**config.mk**
```make
export PLATFORM = sky130hd
export DESIGN_NAME = pwm_capture
export DESIGN_NICKNAME = d
export VERILOG_FILES = /design/src/rtl/pwm_capture.sv
export SDC_FILE = /design/constraint.sdc
export NUM_CORES = 1
export LEC_CHECK = 0
export CAP_MARGIN = 20
export CORE_MARGIN = 10
export CORE_UTILIZATION = 58
export DETAILED_ROUTE_END_ITERATION = 12
export GPL_ROUTABILITY_DRIVEN = 0
export PLACE_DENSITY = 0.86
export SLEW_MARGIN = 40
export SYNTH_ARGS = -nofsm -noshare
export SYNTH_HDL_FRONTEND = slang
export SYNTH_SLANG_ARGS = --single-unit
```
**constraint.sdc**
```tcl
create_clock -name clk -period 2.7 [get_ports clk]
set_clock_uncertainty 0.2 [all_clocks]
set_input_delay 0.405 -clock clk [delete_from_list [all_inputs] [get_ports clk]]
set_output_delay 0.405 -clock clk [all_outputs]
set_load 0.01 [all_outputs]
```
**src/rtl/pwm_capture.sv**
```systemverilog
// pwm_capture: three-channel PWM high-time / period measurement.
// Each channel synchronizes its input, detects edges and runs an
// IDLE/HIGH/LOW state machine that publishes high time and rise-to-rise
// period (saturating counters) with a one-cycle meas_valid pulse.
// Optional feature: define PWM_CAP_TIMEOUT_EN to add a per-channel
// no-edge timeout that raises stuck[i] and returns the channel to IDLE.
module pwm_capture #(
  parameter int CNT_W       = 16,
  parameter int TIMEOUT_CYC = 65535
) (
  input  logic               clk,
  input  logic               reset_n,
  input  logic               enable,
  input  logic [2:0]         pwm_in,
  output logic [3*CNT_W-1:0] high_time,
  output logic [3*CNT_W-1:0] period,
  output logic [2:0]         meas_valid,
  output logic [2:0]         overflow,
  output logic [2:0]         stuck
);

  typedef enum logic [1:0] {IDLE, HIGH, LOW} state_t;

  localparam logic [CNT_W-1:0] CNT_MAX = '1;

  if (TIMEOUT_CYC < 2 || TIMEOUT_CYC > (2**CNT_W) - 1) begin : g_bad_timeout
    $error("pwm_capture: TIMEOUT_CYC out of range for CNT_W");
  end

  function automatic logic [CNT_W-1:0] sat_inc(input logic [CNT_W-1:0] v);
    return (v == CNT_MAX) ? v : v + 1'b1;
  endfunction

  logic [CNT_W-1:0] high_arr   [3];
  logic [CNT_W-1:0] period_arr [3];
  logic             mv_arr     [3];
  logic             ovf_arr    [3];
  logic             stuck_arr  [3];

  for (genvar ch = 0; ch < 3; ch++) begin : g_ch
    logic             sync_0, sync_1, prev;
    logic             rise, fall, tmo_hit;
    logic             restart, capture, publish;
    state_t           state, state_nxt;
    logic [CNT_W-1:0] hi_cnt, per_cnt, hi_cap, hi_res, per_res;
    logic             mv_q, ovf_q, stuck_q;

    assign rise = sync_1 & ~prev;
    assign fall = ~sync_1 & prev;

    // Two-flop synchronizer plus one history flop for edge detection;
    // keeps sampling while capture is disabled.
    // NOTE: sequential state uses non-blocking assignments so every flop
    // samples pre-edge values and the result is order-independent.
    always_ff @(posedge clk or negedge reset_n) begin
      if (!reset_n) begin
        sync_0 <= 1'b0;
        sync_1 <= 1'b0;
        prev   <= 1'b0;
      end else begin
        sync_0 <= pwm_in[ch];
        sync_1 <= sync_0;
        prev   <= sync_1;
      end
    end

`ifdef PWM_CAP_TIMEOUT_EN
    localparam logic [CNT_W-1:0] TMO    = CNT_W'(TIMEOUT_CYC);
    localparam logic [CNT_W-1:0] TMO_M1 = CNT_W'(TIMEOUT_CYC - 1);
    logic [CNT_W-1:0] idle_cnt;

    // Fires on the TIMEOUT_CYC-th consecutive enabled cycle with no edge.
    assign tmo_hit = enable & ~(rise | fall) & (idle_cnt == TMO_M1);

    // No-edge counter and sticky stuck flag, cleared by any edge or disable.
    always_ff @(posedge clk or negedge reset_n) begin
      if (!reset_n) begin
        idle_cnt <= '0;
        stuck_q  <= 1'b0;
      end else if (!enable || rise || fall) begin
        idle_cnt <= '0;
        stuck_q  <= 1'b0;
      end else begin
        if (idle_cnt != TMO) idle_cnt <= idle_cnt + 1'b1;
        if (tmo_hit)         stuck_q  <= 1'b1;
      end
    end
`else
    assign tmo_hit = 1'b0;
    assign stuck_q = 1'b0;
`endif

    // Channel state register.
    always_ff @(posedge clk or negedge reset_n) begin
      if (!reset_n) state <= IDLE;
      else          state <= state_nxt;
    end

    // Next-state and per-cycle strobes for the datapath.
    // NOTE: every output of this block gets a default first, so no path
    // leaves a value unassigned and no latch is inferred.
    always_comb begin
      state_nxt = state;
      restart   = 1'b0;
      capture   = 1'b0;
      publish   = 1'b0;
      if (!enable || tmo_hit) begin
        state_nxt = IDLE;
      end else begin
        unique case (state)
          IDLE: if (rise) begin
            state_nxt = HIGH;
            restart   = 1'b1;
          end
          HIGH: if (fall) begin
            state_nxt = LOW;
            capture   = 1'b1;
          end
          LOW: if (rise) begin
            state_nxt = HIGH;
            publish   = 1'b1;
            restart   = 1'b1;
          end
          default: state_nxt = IDLE;
        endcase
      end
    end

    // Counters start at 1 on the rise cycle so H synchronized high cycles
    // read back as H; published fields hold between meas_valid pulses.
    always_ff @(posedge clk or negedge reset_n) begin
      if (!reset_n) begin
        hi_cnt  <= '0;
        per_cnt <= '0;
        hi_cap  <= '0;
        hi_res  <= '0;
        per_res <= '0;
        mv_q    <= 1'b0;
        ovf_q   <= 1'b0;
      end else if (!enable) begin
        hi_cnt  <= '0;
        per_cnt <= '0;
        hi_cap  <= '0;
        mv_q    <= 1'b0;
      end else begin
        mv_q <= publish;
        if (publish) begin
          hi_res  <= hi_cap;
          per_res <= per_cnt;
          ovf_q   <= (hi_cap == CNT_MAX) || (per_cnt == CNT_MAX);
        end
        if (capture) hi_cap <= hi_cnt;
        if (restart) begin
          hi_cnt  <= CNT_W'(1);
          per_cnt <= CNT_W'(1);
        end else if (state != IDLE) begin
          per_cnt <= sat_inc(per_cnt);
          if (state == HIGH) hi_cnt <= sat_inc(hi_cnt);
        end
      end
    end

    assign high_arr[ch]   = hi_res;
    assign period_arr[ch] = per_res;
    assign mv_arr[ch]     = mv_q;
    assign ovf_arr[ch]    = ovf_q;
    assign stuck_arr[ch]  = stuck_q;
  end

  // Pack per-channel results onto the flat output buses.
  always_comb begin
    high_time  = '0;
    period     = '0;
    meas_valid = '0;
    overflow   = '0;
    stuck      = '0;
    for (int i = 0; i < 3; i++) begin
      high_time[i*CNT_W +: CNT_W] = high_arr[i];
      period[i*CNT_W +: CNT_W]    = period_arr[i];
      meas_valid[i]               = mv_arr[i];
      overflow[i]                 = ovf_arr[i];
      stuck[i]                    = stuck_arr[i];
    end
  end

endmodule
```
==> results.sh, run 1 <==
export IMPL_status="finished, final reports clean"
export IMPL_routed_wirelength_mm=26.4
export IMPL_layout_worst_path_cycle_share_pct=86.1
export IMPL_area_growth_syn_to_layout_pct=18.6
export IMPL_synth_seq_cells=261
export IMPL_avgSynthCellArea_um2=10.8
export IMPL_unrepaired_setup_endpoints_after_global_routing="false"
export IMPL_cts_num_sinks=261
export IMPL_cell_types_with_the_largest_area_share_after_synthesis="sky130_fd_sc_hd__dfrtp_1 55%, sky130_fd_sc_hd__mux2_2 9.0%, sky130_fd_sc_hd__nand2_1 4.8%"
export IMPL_clkTransAtPathRegs_ns=0.06
export IMPL_dp_cells=1447
export IMPL_maxCapViolations=0
export IMPL_initial_utilization_pct=59.0
export IMPL_regToRegSetupSlack_ns=0.37
export IMPL_synth_lib_cells_used_distinct=69
export IMPL_timing_critical_path_required_ns=2.90
export IMPL_max_clock_path_buffers=3
export IMPL_avgRoutedWirePerCell_um=17.6
export IMPL_cts_root_buf="sky130_fd_sc_hd__clkbuf_16"
export IMPL_synthDominantCellAreaShare_pct=54.7
export IMPL_yosys_most_used_dff="sky130_fd_sc_hd__dfrtp_1"
export IMPL_die_height_um=164
export IMPL_cts_tree="done"
export IMPL_fin_setup_tns_ns=0
export IMPL_layout_cells_most_common_list="261 x sky130_fd_sc_hd__dfrtp_1, 154 x sky130_fd_sc_hd__nand2_1, 105 x sky130_fd_sc_hd__clkdlybuf4s50_1"
export IMPL_cts_buffers=27
export IMPL_final_layout_size_suffix_gt1_share_pct=15.1
export IMPL_count_of_yosys_warnings_during_synthesis=0
export IMPL_ordered_list_of_cells_on_the_worst_path="or3b_2, nor2_4, buf_12, mux2_2"
export IMPL_synthCells=1104
export IMPL_r2r_worst_path_cells=4
export IMPL_hp_class="in2reg"
export IMPL_power_leakage_nw=6.07
export IMPL_async_reset_ff_share_pct=100
export IMPL_synth_edff_count=0
export IMPL_via_count_of_the_first_global_routing_pass=8754
export IMPL_transition_time_of_the_tightest_slew_check_pin_ns=0.720
export IMPL_cp_slowest_cell="sky130_fd_sc_hd__or3b_2"
export IMPL_power_per_cell_area_nw_per_um2=559
export IMPL_worstReg2RegEnd="g_ch[0].per_res[14]"
export IMPL_vias_per_cell=5.92
export IMPL_yosysTopAreaCell="sky130_fd_sc_hd__dfrtp_1"
export IMPL_mostFrequentLayoutCell="sky130_fd_sc_hd__dfrtp_1"
export IMPL_groute_usage_overall_pct=19.5
export IMPL_peakVddDrop_mv=0.519
export IMPL_gr_total_overflow=0
export IMPL_critPathArrivalTime_ns=2.53
export IMPL_area_of_the_die_um2=26700
export IMPL_design_portCount=111
export IMPL_critical_path_max_stage_delay_ns=0.61
export IMPL_placement_rows=52
export IMPL_finalMaxSlewViolations=0
export IMPL_drc=0
export IMPL_setup_worst_path_start_class="flop"
export IMPL_critical_path_reg2reg_startpoint="g_ch[0].state[0]"
export IMPL_dr_first_iter_drc_count=535
export IMPL_slew_headroom_pct=51.3
export IMPL_finish_net_count=1219
export IMPL_ys_seq_area_share_pct=54.7
export IMPL_htree_num_levels=1
export IMPL_final_antenna_net_count=0
export IMPL_grt_start_max_net_pins=78
export IMPL_criticalPathCategory="reg2reg"
export IMPL_die_width_um=164
export IMPL_worstPathMaxFanout=27
export IMPL_detailedRoute_firstPassIterationCount=5
export IMPL_hpwlAfterDp_mm=18.4
export IMPL_finalWorstPathRequiredPeriod_ns=2.33
export IMPL_min_to="g_ch[1].hi_cnt[0]"
export IMPL_antenna_found_initial=1
export IMPL_power_total_mw=7.92
export IMPL_portBuffers=107
export IMPL_floorplan_core_area_um2=20200
export IMPL_hold_viol_final=0
export IMPL_critical_path_endpoint_category="flop"
export IMPL_finish_cell_count_without_fillers=1494
export IMPL_holdPathStages=3
export IMPL_vias=8846
export IMPL_total_setup_violations_reported_at_the_end_of_the_flow=0
export IMPL_clock_insertion_delay_worst_skew_ns=0.52
export IMPL_syn_cell_area_um2=11900
export IMPL_max_freq_ghz=0.430
export IMPL_antenna_diode_count=0
export IMPL_first_pass_grt_wire_length_mm=44.1
export IMPL_timing_hold_worst_start="enable"
[area by class of cell]
type | instances | area, um2
inverters | 10 | 37.5
clock buffers | 38 | 767
flip-flops and latches | 261 | 6530
well taps | 270 | 338
fillers | 1452 | 6070
repair buffers | 136 | 1350
clock inverters | 8 | 75.1
multi-input cells | 771 | 5060
[synthesized netlist by cell type, drive strengths merged (3+ instances only)]
master   instances
clkbuf          28
nor3            22
and4             9
and2            11
or3              7
o31ai           14
mux2i            5
nand3           37
ha               6
nor4b            7
a41oi            4
nor2b           12
nor2            79
nand3b           6
o21a             3
buf             36
o21ai           41
a21oi           29
nor4            10
a211oi           7
a21boi          50
mux2            96
nand2          155
nor3b            4
a31oi            4
inv             10
o2bb2ai          3
o311ai           8
nand2b           4
o211ai          13
and3            14
xnor2           24
xor2            18
or4              7
nand4           36
dfrtp          261
[where the power goes]
part	internal (mW)	leakage [nW]	switching, mW
clock	2.07	0.420	1.47
sequential	3.96	3.61	0.0582
combinational	0.131	2.03	0.240
[what timing repair did]
action                                 CTS  global route
hold buffers                             1             0
resized for setup                        0             0
endpoints found under the hold margin   69             0
setup buffers                            0             0
[critical path, delay by kind of cell, from the launching register on]
family	cells	cell delay (ns)
multiplexers	1	0.36
buffers and inverters	1	0.23
flip-flops	1	0.46
AND/OR/NAND/NOR	2	0.94
[logic make-up after synthesis]
logic type                 share of synthesized area (%)
muxes                                               9.47
and+or+nand+nor                                     18.2
AOI/OAI and AO/OA                                   10.9
DFF                                                 54.7
adders and majority gates                          0.628
other                                             0.0314
xor gates and xnor gates                            3.08
buffers and inverters                               3.03
[stage by stage]
step | utilization, % | setup slack, ns | hold WS [ns] | instance area [um2]
2_1_floorplan | - | 0.601 | -0.0906 | 12000
4_1_cts | 70.0 | 0.395 | 0.0745 | 14200
6_report | 70.0 | 0.374 | 0.0922 | 14200
3_3_place_gp | 65.8 | 0.477 | 0.133 | 13300
3_5_place_dp | 65.8 | 0.407 | 0.137 | 13300
5_1_grt | 70.0 | 0.233 | 0.0999 | 14200
[flip-flops by register name (all words and copies together), names as in the netlist]
register	cells
g_ch.hi_res	48
g_ch.hi_cap	48
g_ch.mv_q	3
g_ch.prev	3
g_ch.hi_cnt	48
g_ch.sync_1	3
g_ch.sync_0	3
g_ch.state	6
g_ch.per_cnt	48
g_ch.per_res	48
g_ch.ovf_q	3
[how the worst max path moves through the flow]
| stage | start | to | slack [ns] | depth (start not counted) |
|---|---|---|---|---|
| floorplan | g_ch[0].prev | g_ch[0].hi_res[0] | 0.60 | 6 |
| global placement | g_ch[0].state[0] | g_ch[0].per_res[13] | 0.48 | 4 |
| detailed placement | g_ch[0].state[0] | g_ch[0].per_res[4] | 0.41 | 4 |
| CTS | g_ch[0].state[0] | g_ch[0].per_res[4] | 0.39 | 4 |
| global route | g_ch[2].per_cnt[0] | g_ch[2].per_cnt[0] | 0.23 | 6 |
| finish | g_ch[0].state[0] | g_ch[0].per_res[14] | 0.37 | 4 |
[metal layers]
layer / routed length (um) / up-vias / track usage (%)
met2: 12700 / 266 / 32.3
met4: 665 / 2 / 5.40
met3: 1530 / 52 / 3.42
met5: 10 / - / 0
li1: - / 4151 / -
met1: 11400 / 4375 / 26.0
No activity file was read; power rests on OpenSTA's default activity.
==> inputs of run 2 (changes only) <==
--- a/config.mk
+++ b/config.mk
@@ -6,12 +6,12 @@
 export NUM_CORES = 1
 export LEC_CHECK = 0
 export CAP_MARGIN = 20
+export CORE_ASPECT_RATIO = 1.4
 export CORE_MARGIN = 10
 export CORE_UTILIZATION = 58
 export DETAILED_ROUTE_END_ITERATION = 12
-export GPL_ROUTABILITY_DRIVEN = 0
 export PLACE_DENSITY = 0.86
-export SLEW_MARGIN = 40
+export SLEW_MARGIN = 0
 export SYNTH_ARGS = -nofsm -noshare
 export SYNTH_HDL_FRONTEND = slang
 export SYNTH_SLANG_ARGS = --single-unit
==> run 2 against run 1 <==
  * Critical path depth grew 2
  * Clock power increased by 6.2%
  * Critical endpoint is now g_ch[2].per_cnt[0]
  * Maximum frequency decreased by 1.5%
  * Largest cell class unchanged
  * Wire length fell by 2.7%
  * Global-route usage shrank 0.40 points
  * Sequential cell count is the same
==> results.sh, run 2 (synthesis results as in run 1) <==
export IMPL_status="finished, final reports clean"
export IMPL_placement_rows=62
export IMPL_portBuffers=107
export IMPL_criticalPathCategory="reg2reg"
export IMPL_cts_root_buf="sky130_fd_sc_hd__clkbuf_16"
export IMPL_sequential_cell_area_um2=6530
export IMPL_antenna_found_initial=1
export IMPL_floorplan_core_area_um2=20400
export IMPL_hold_viol_final=0
export IMPL_total_setup_violations_reported_at_the_end_of_the_flow=0
export IMPL_maxCapViolations=0
export IMPL_die_height_um=190
export IMPL_cts_tree="done"
export IMPL_finish_net_count=1217
export IMPL_critical_path_start="g_ch[2].per_cnt[0]"
export IMPL_dr_first_iter_drc_count=442
export IMPL_area_growth_syn_to_layout_pct=18.8
export IMPL_antenna_diode_count=0
export IMPL_hp_class="in2reg"
export IMPL_post_cts_buffers=0
export IMPL_avgRoutedWirePerCell_um=17.3
export IMPL_routed_wirelength_mm=25.7
export IMPL_vias_per_cell=5.90
export IMPL_detailedRoute_firstPassIterationCount=5
export IMPL_fin_setup_tns_ns=0
export IMPL_final_layout_size_suffix_gt1_share_pct=15.4
export IMPL_layout_worst_path_cycle_share_pct=87.5
export IMPL_gr_total_overflow=0
export IMPL_timing_critical_path_required_ns=2.90
export IMPL_layout_cells_most_common_list="261 x sky130_fd_sc_hd__dfrtp_1, 154 x sky130_fd_sc_hd__nand2_1, 105 x sky130_fd_sc_hd__clkdlybuf4s50_1"
export IMPL_holdPathStages=3
export IMPL_max_freq_ghz=0.423
export IMPL_grt_start_max_net_pins=58
export IMPL_slew_headroom_pct=56.3
export IMPL_finalMaxSlewViolations=0
export IMPL_max_clock_path_buffers=3
export IMPL_clkTransAtPathRegs_ns=0.07
export IMPL_area_of_the_die_um2=26800
export IMPL_groute_usage_overall_pct=19.1
export IMPL_clock_insertion_delay_worst_skew_ns=0.52
export IMPL_cts_num_sinks=261
export IMPL_die_width_um=141
export IMPL_htree_num_levels=1
export IMPL_worstReg2RegEnd="g_ch[2].per_cnt[0]"
export IMPL_critical_path_endpoint_category="flop"
export IMPL_regToRegSetupSlack_ns=0.34
export IMPL_final_antenna_net_count=0
export IMPL_critPathArrivalTime_ns=2.56
export IMPL_via_count_of_the_first_global_routing_pass=8924
export IMPL_critical_path_reg2reg_startpoint="g_ch[2].per_cnt[0]"
export IMPL_first_pass_grt_wire_length_mm=43.8
export IMPL_power_per_cell_area_nw_per_um2=574
export IMPL_drc=0
export IMPL_worstPathMaxFanout=9
export IMPL_setup_worst_path_start_class="flop"
export IMPL_unrepaired_setup_endpoints_after_global_routing="false"
export IMPL_hpwlAfterDp_mm=18.1
export IMPL_transition_time_of_the_tightest_slew_check_pin_ns=0.650
export IMPL_routabilityCongestion=0.915
export IMPL_multiInputGateArea_um2=5060
export IMPL_initial_utilization_pct=58.5
export IMPL_vias=8720
export IMPL_timing_hold_worst_start="enable"
export IMPL_placed_area_um2=13300
export IMPL_fillerInstances=1487
export IMPL_mostFrequentLayoutCell="sky130_fd_sc_hd__dfrtp_1"
export IMPL_peakVddDrop_mv=0.486
export IMPL_post_route_cell_area_um2=14200
export IMPL_design_portCount=111
export IMPL_cts_buffers=25
export IMPL_finalWorstPathRequiredPeriod_ns=2.36
export IMPL_power_leakage_nw=6.08
export IMPL_r2r_worst_path_cells=6
export IMPL_min_to="g_ch[0].per_cnt[0]"
run 2: cell count changes in the layout (fill, tap and decap cells not counted), sizes merged:
cell,change
bufinv,+4
clkbuf,-8
clkinv,+1
clkinvlp,+2
run 2: how the worst max path moves through the flow:
stage                               to  slack [ns]  cells past startpoint
finish              g_ch[2].per_cnt[0]        0.34                      6
global route        g_ch[2].per_cnt[0]        0.22                      6
CTS                 g_ch[2].per_cnt[0]        0.37                      6
detailed placement  g_ch[2].per_cnt[0]        0.38                      6
global placement    g_ch[2].per_cnt[0]        0.50                      6
floorplan            g_ch[0].hi_res[0]        0.60                      6
run 2: layer usage:
layer / global-route usage [%] / vias to the layer above / wire length (um) / part of all wire [%]
li1: - / 4126 / - / -
met1: 22.8 / 4315 / 10200 / 40
met2: 34.0 / 223 / 13500 / 53
met3: 3.72 / 54 / 1310 / 5.1
met4: 5.93 / 2 / 637 / 2.5
met5: 0 / - / 8 / 0.031
run 2: report_power, final:
group / switching (mW) / internal (mW)
Sequential: 0.0536 / 3.95
Combinational: 0.241 / 0.136
Clock: 1.49 / 2.27
run 2: worst max-delay path, stage by stage, from the launching register on:
cell	delay (ns)
sky130_fd_sc_hd__dfrtp_1	0.44
sky130_fd_sc_hd__ha_1	0.21
sky130_fd_sc_hd__nand4_1	0.21
sky130_fd_sc_hd__or3_1	0.58
sky130_fd_sc_hd__nor2_4	0.22
sky130_fd_sc_hd__a21oi_1	0.09
sky130_fd_sc_hd__o2bb2a_1	0.30
run 2: per-stage QoR:
stage	std cells	hold slack, ns	worst slack [ns]	util, %	total power [mW]
after detailed placement	1433	0.140	0.379	65.2	4.46
after global placement	1433	0.134	0.501	65.2	4.45
final	1479	0.132	0.338	69.6	8.14
after global routing	1479	0.130	0.221	69.6	8.44
after CTS	1479	0.106	0.372	69.6	8.22
after floorplan	1106	-0.0906	0.601	-	4.27
run 2: timing repair:
action                    in CTS  in global routing
hold endpoints to repair      69                  0
gates resized for setup        0                  0
hold buffers                   1                  0
run 2: cell type report:
class / instances / area share, %
Timing Repair Buffer: 136 / 9.54
Tap cell: 256 / 2.26
Clock buffer: 30 / 4.75
Clock inverter: 15 / 1.50
Inverter: 10 / 0.265
Multi-Input combinational cell: 771 / 35.7
Sequential cell: 261 / 46.0
==> inputs of run 3 (changes only) <==
--- a/config.mk
+++ b/config.mk
@@ -9,8 +9,10 @@
 export CORE_ASPECT_RATIO = 1.4
 export CORE_MARGIN = 10
 export CORE_UTILIZATION = 58
+export CTS_BUF_LIST = sky130_fd_sc_hd__clkbuf_8 sky130_fd_sc_hd__clkbuf_16
 export DETAILED_ROUTE_END_ITERATION = 12
 export PLACE_DENSITY = 0.86
+export SKIP_LAST_GASP = 1
 export SLEW_MARGIN = 0
 export SYNTH_ARGS = -nofsm -noshare
 export SYNTH_HDL_FRONTEND = slang
==> run 3 against run 2 <==
  * Utilization is the same
  * Wire length is essentially flat
  * First-iteration DRC count shrank 2.3%
  * Critical path depth is the same
  * Clock power is essentially flat
  * Die area is the same
  * Sequential power is essentially flat
  * Register-to-register slack lost 0.02 ns
  * Largest cell class unchanged
  * Largest power group unchanged
  * Highest routed layer unchanged
==> results.sh, run 3 (synthesis results as in run 1) <==
export IMPL_fin_util_pct=69.6
export IMPL_cts_repair_resized=0
export IMPL_htree_num_levels=1
export IMPL_hpwlAfterDp_mm=18.1
export IMPL_finalWorstPathRequiredPeriod_ns=2.38
export IMPL_cts_num_sinks=261
export IMPL_avgRoutedWirePerCell_um=17.4
export IMPL_routed_wirelength_mm=25.7
export IMPL_drc=0
export IMPL_groute_usage_overall_pct=19.1
export IMPL_cts_tree="done"
export IMPL_first_pass_grt_wire_length_mm=43.8
export IMPL_post_cts_hold_buffer_count=1
export IMPL_vias=8729
export IMPL_timing_critical_path_max_delay_family="simple AND/OR/NAND/NOR gates"
export IMPL_comb_power_share_pct=4.6
export IMPL_power_switching_fraction_pct=22.0
export IMPL_area_of_the_die_um2=26800
export IMPL_peakVddDrop_mv=0.486
export IMPL_post_cts_buffers=0
export IMPL_share_seq_of_total_power_pct=49.3
export IMPL_cts_root_buf="sky130_fd_sc_hd__clkbuf_16"
export IMPL_initial_utilization_pct=58.5
export IMPL_vias_per_cell=5.90
export IMPL_layout_cells_most_common_list="261 x sky130_fd_sc_hd__dfrtp_1, 154 x sky130_fd_sc_hd__nand2_1, 105 x sky130_fd_sc_hd__clkdlybuf4s50_1"
export IMPL_power_leakage_nw=6.09
export IMPL_timing_critical_path_required_ns=2.90
export IMPL_hp_class="in2reg"
export IMPL_antenna_found_initial=1
export IMPL_dr_first_iter_drc_count=432
export IMPL_worstPathMaxFanout=9
export IMPL_floorplan_core_area_um2=20400
export IMPL_hold_ws_ns=0.130
export IMPL_grt_start_max_net_pins=58
export IMPL_routabilityCongestion=0.915
export IMPL_clkTransAtPathRegs_ns=0.07
export IMPL_hold_viol_final=0
export IMPL_finish_net_count=1217
export IMPL_mostFrequentLayoutCell="sky130_fd_sc_hd__dfrtp_1"
export IMPL_p_int_mw=6.35
export IMPL_cts_buffers=25
export IMPL_critPathArrivalTime_ns=2.58
export IMPL_portBuffers=107
export IMPL_maxCapViolations=0
export IMPL_total_setup_violations_reported_at_the_end_of_the_flow=0
export IMPL_critical_path_n_buffers_inverters=0
export IMPL_power_net_switching_mw=1.78
export IMPL_power_per_cell_area_nw_per_um2=573
export IMPL_die_width_um=141
export IMPL_placement_rows=62
export IMPL_final_antenna_net_count=0
export IMPL_final_layout_size_suffix_gt1_share_pct=15.4
export IMPL_criticalPathCategory="reg2reg"
export IMPL_setup_worst_path_start_class="flop"
export IMPL_layout_worst_path_cycle_share_pct=88.2
export IMPL_max_clock_path_buffers=3
export IMPL_die_height_um=190
export IMPL_transition_time_of_the_tightest_slew_check_pin_ns=0.658
export IMPL_design_portCount=111
export IMPL_max_freq_ghz=0.420
export IMPL_via_count_of_the_first_global_routing_pass=8924
export IMPL_slew_headroom_pct=56.0
export IMPL_unrepaired_setup_endpoints_after_global_routing="false"
export IMPL_clkPwrFrac_pct=46.1
export IMPL_area_growth_syn_to_layout_pct=18.8
export IMPL_critical_path_max_stage_delay_ns=0.58
export IMPL_fin_setup_tns_ns=0
export IMPL_detailedRoute_firstPassIterationCount=5
export IMPL_ordered_list_of_cells_on_the_worst_path="ha_1, nand4_1, or3_1, nor2_4, a21oi_1, o2bb2a_1"
export IMPL_status="finished, final reports clean"
export IMPL_fillerInstances=1487
export IMPL_finalMaxSlewViolations=0
export IMPL_cp_slowest_cell="sky130_fd_sc_hd__or3_1"
export IMPL_clock_insertion_delay_worst_skew_ns=0.52
export IMPL_critical_path_endpoint_category="flop"
export IMPL_antenna_diode_count=0
export IMPL_gr_total_overflow=0
==> run 3: changes by cell type in the layout (fill, tap and decap cells not counted), sizes merged <==
cell and delta:
inv +2, clkbuf -2
==> run 3: worst reg2reg max path, delay by kind of cell, from the launching register on <==
kind | cells | cell delay, ns
AND/OR/NAND/NOR | 3 | 1.02
flip-flops | 1 | 0.44
AO/OA/AOI/OAI | 2 | 0.39
adder cells (fa/ha/maj) | 1 | 0.22
==> run 3: power groups by stage <==
stage,clock network (mW),logic (mW),registers (mW)
6_report,3.75,0.377,4.01
3_5_place_dp,0,0.381,4.08
3_3_place_gp,0,0.370,4.08
4_1_cts,3.82,0.384,4.01
5_1_grt,4.00,0.425,4.01
2_1_floorplan,0,0.213,4.06
==> run 3: metrics by stage <==
| stage | area, um2 | instances | setup slack [ns] | power (mW) |
|---|---|---|---|---|
| 2_1_floorplan | 12000 | 1106 | 0.601 | 4.27 |
| 3_3_place_gp | 13300 | 1433 | 0.501 | 4.45 |
| 3_5_place_dp | 13300 | 1433 | 0.379 | 4.46 |
| 4_1_cts | 14200 | 1479 | 0.372 | 8.21 |
| 5_1_grt | 14200 | 1479 | 0.221 | 8.43 |
| 6_report | 14200 | 1479 | 0.317 | 8.13 |
==> run 3: path summary, 6_finish.rpt <==
check	start	endpoint	slack (ns)	cells after the start
min reg2reg	g_ch[2].sync_0	g_ch[2].sync_1	0.15	0
max in group asynchronous	reset_n	g_ch[1].hi_cap[5]	1.39	3
max reg2reg	g_ch[2].per_cnt[0]	g_ch[2].per_cnt[0]	0.32	6
max	g_ch[2].per_cnt[0]	g_ch[2].per_cnt[0]	0.32	6
min in group asynchronous	reset_n	g_ch[2].hi_res[9]	0.19	2
min	enable	g_ch[0].per_cnt[0]	0.13	3
==> run 3: layout make-up <==
type	count	area [um2]	share of cell area, %
Multi-Input combinational cell	771	5060	35.7
Clock inverter	17	220	1.55
Clock buffer	28	667	4.70
Tap cell	256	320	2.26
Timing Repair Buffer	136	1350	9.54
Inverter	10	37.5	0.265
Sequential cell	261	6530	46.0
==> run 3: per-layer routing <==
layer / GRT usage (%) / wire length, um / vias up
li1: - / - / 4127
met4: 5.93 / 604 / 2
met2: 34.0 / 13600 / 229
met1: 22.8 / 10100 / 4324
met5: 0 / 8 / -
met3: 3.72 / 1340 / 47
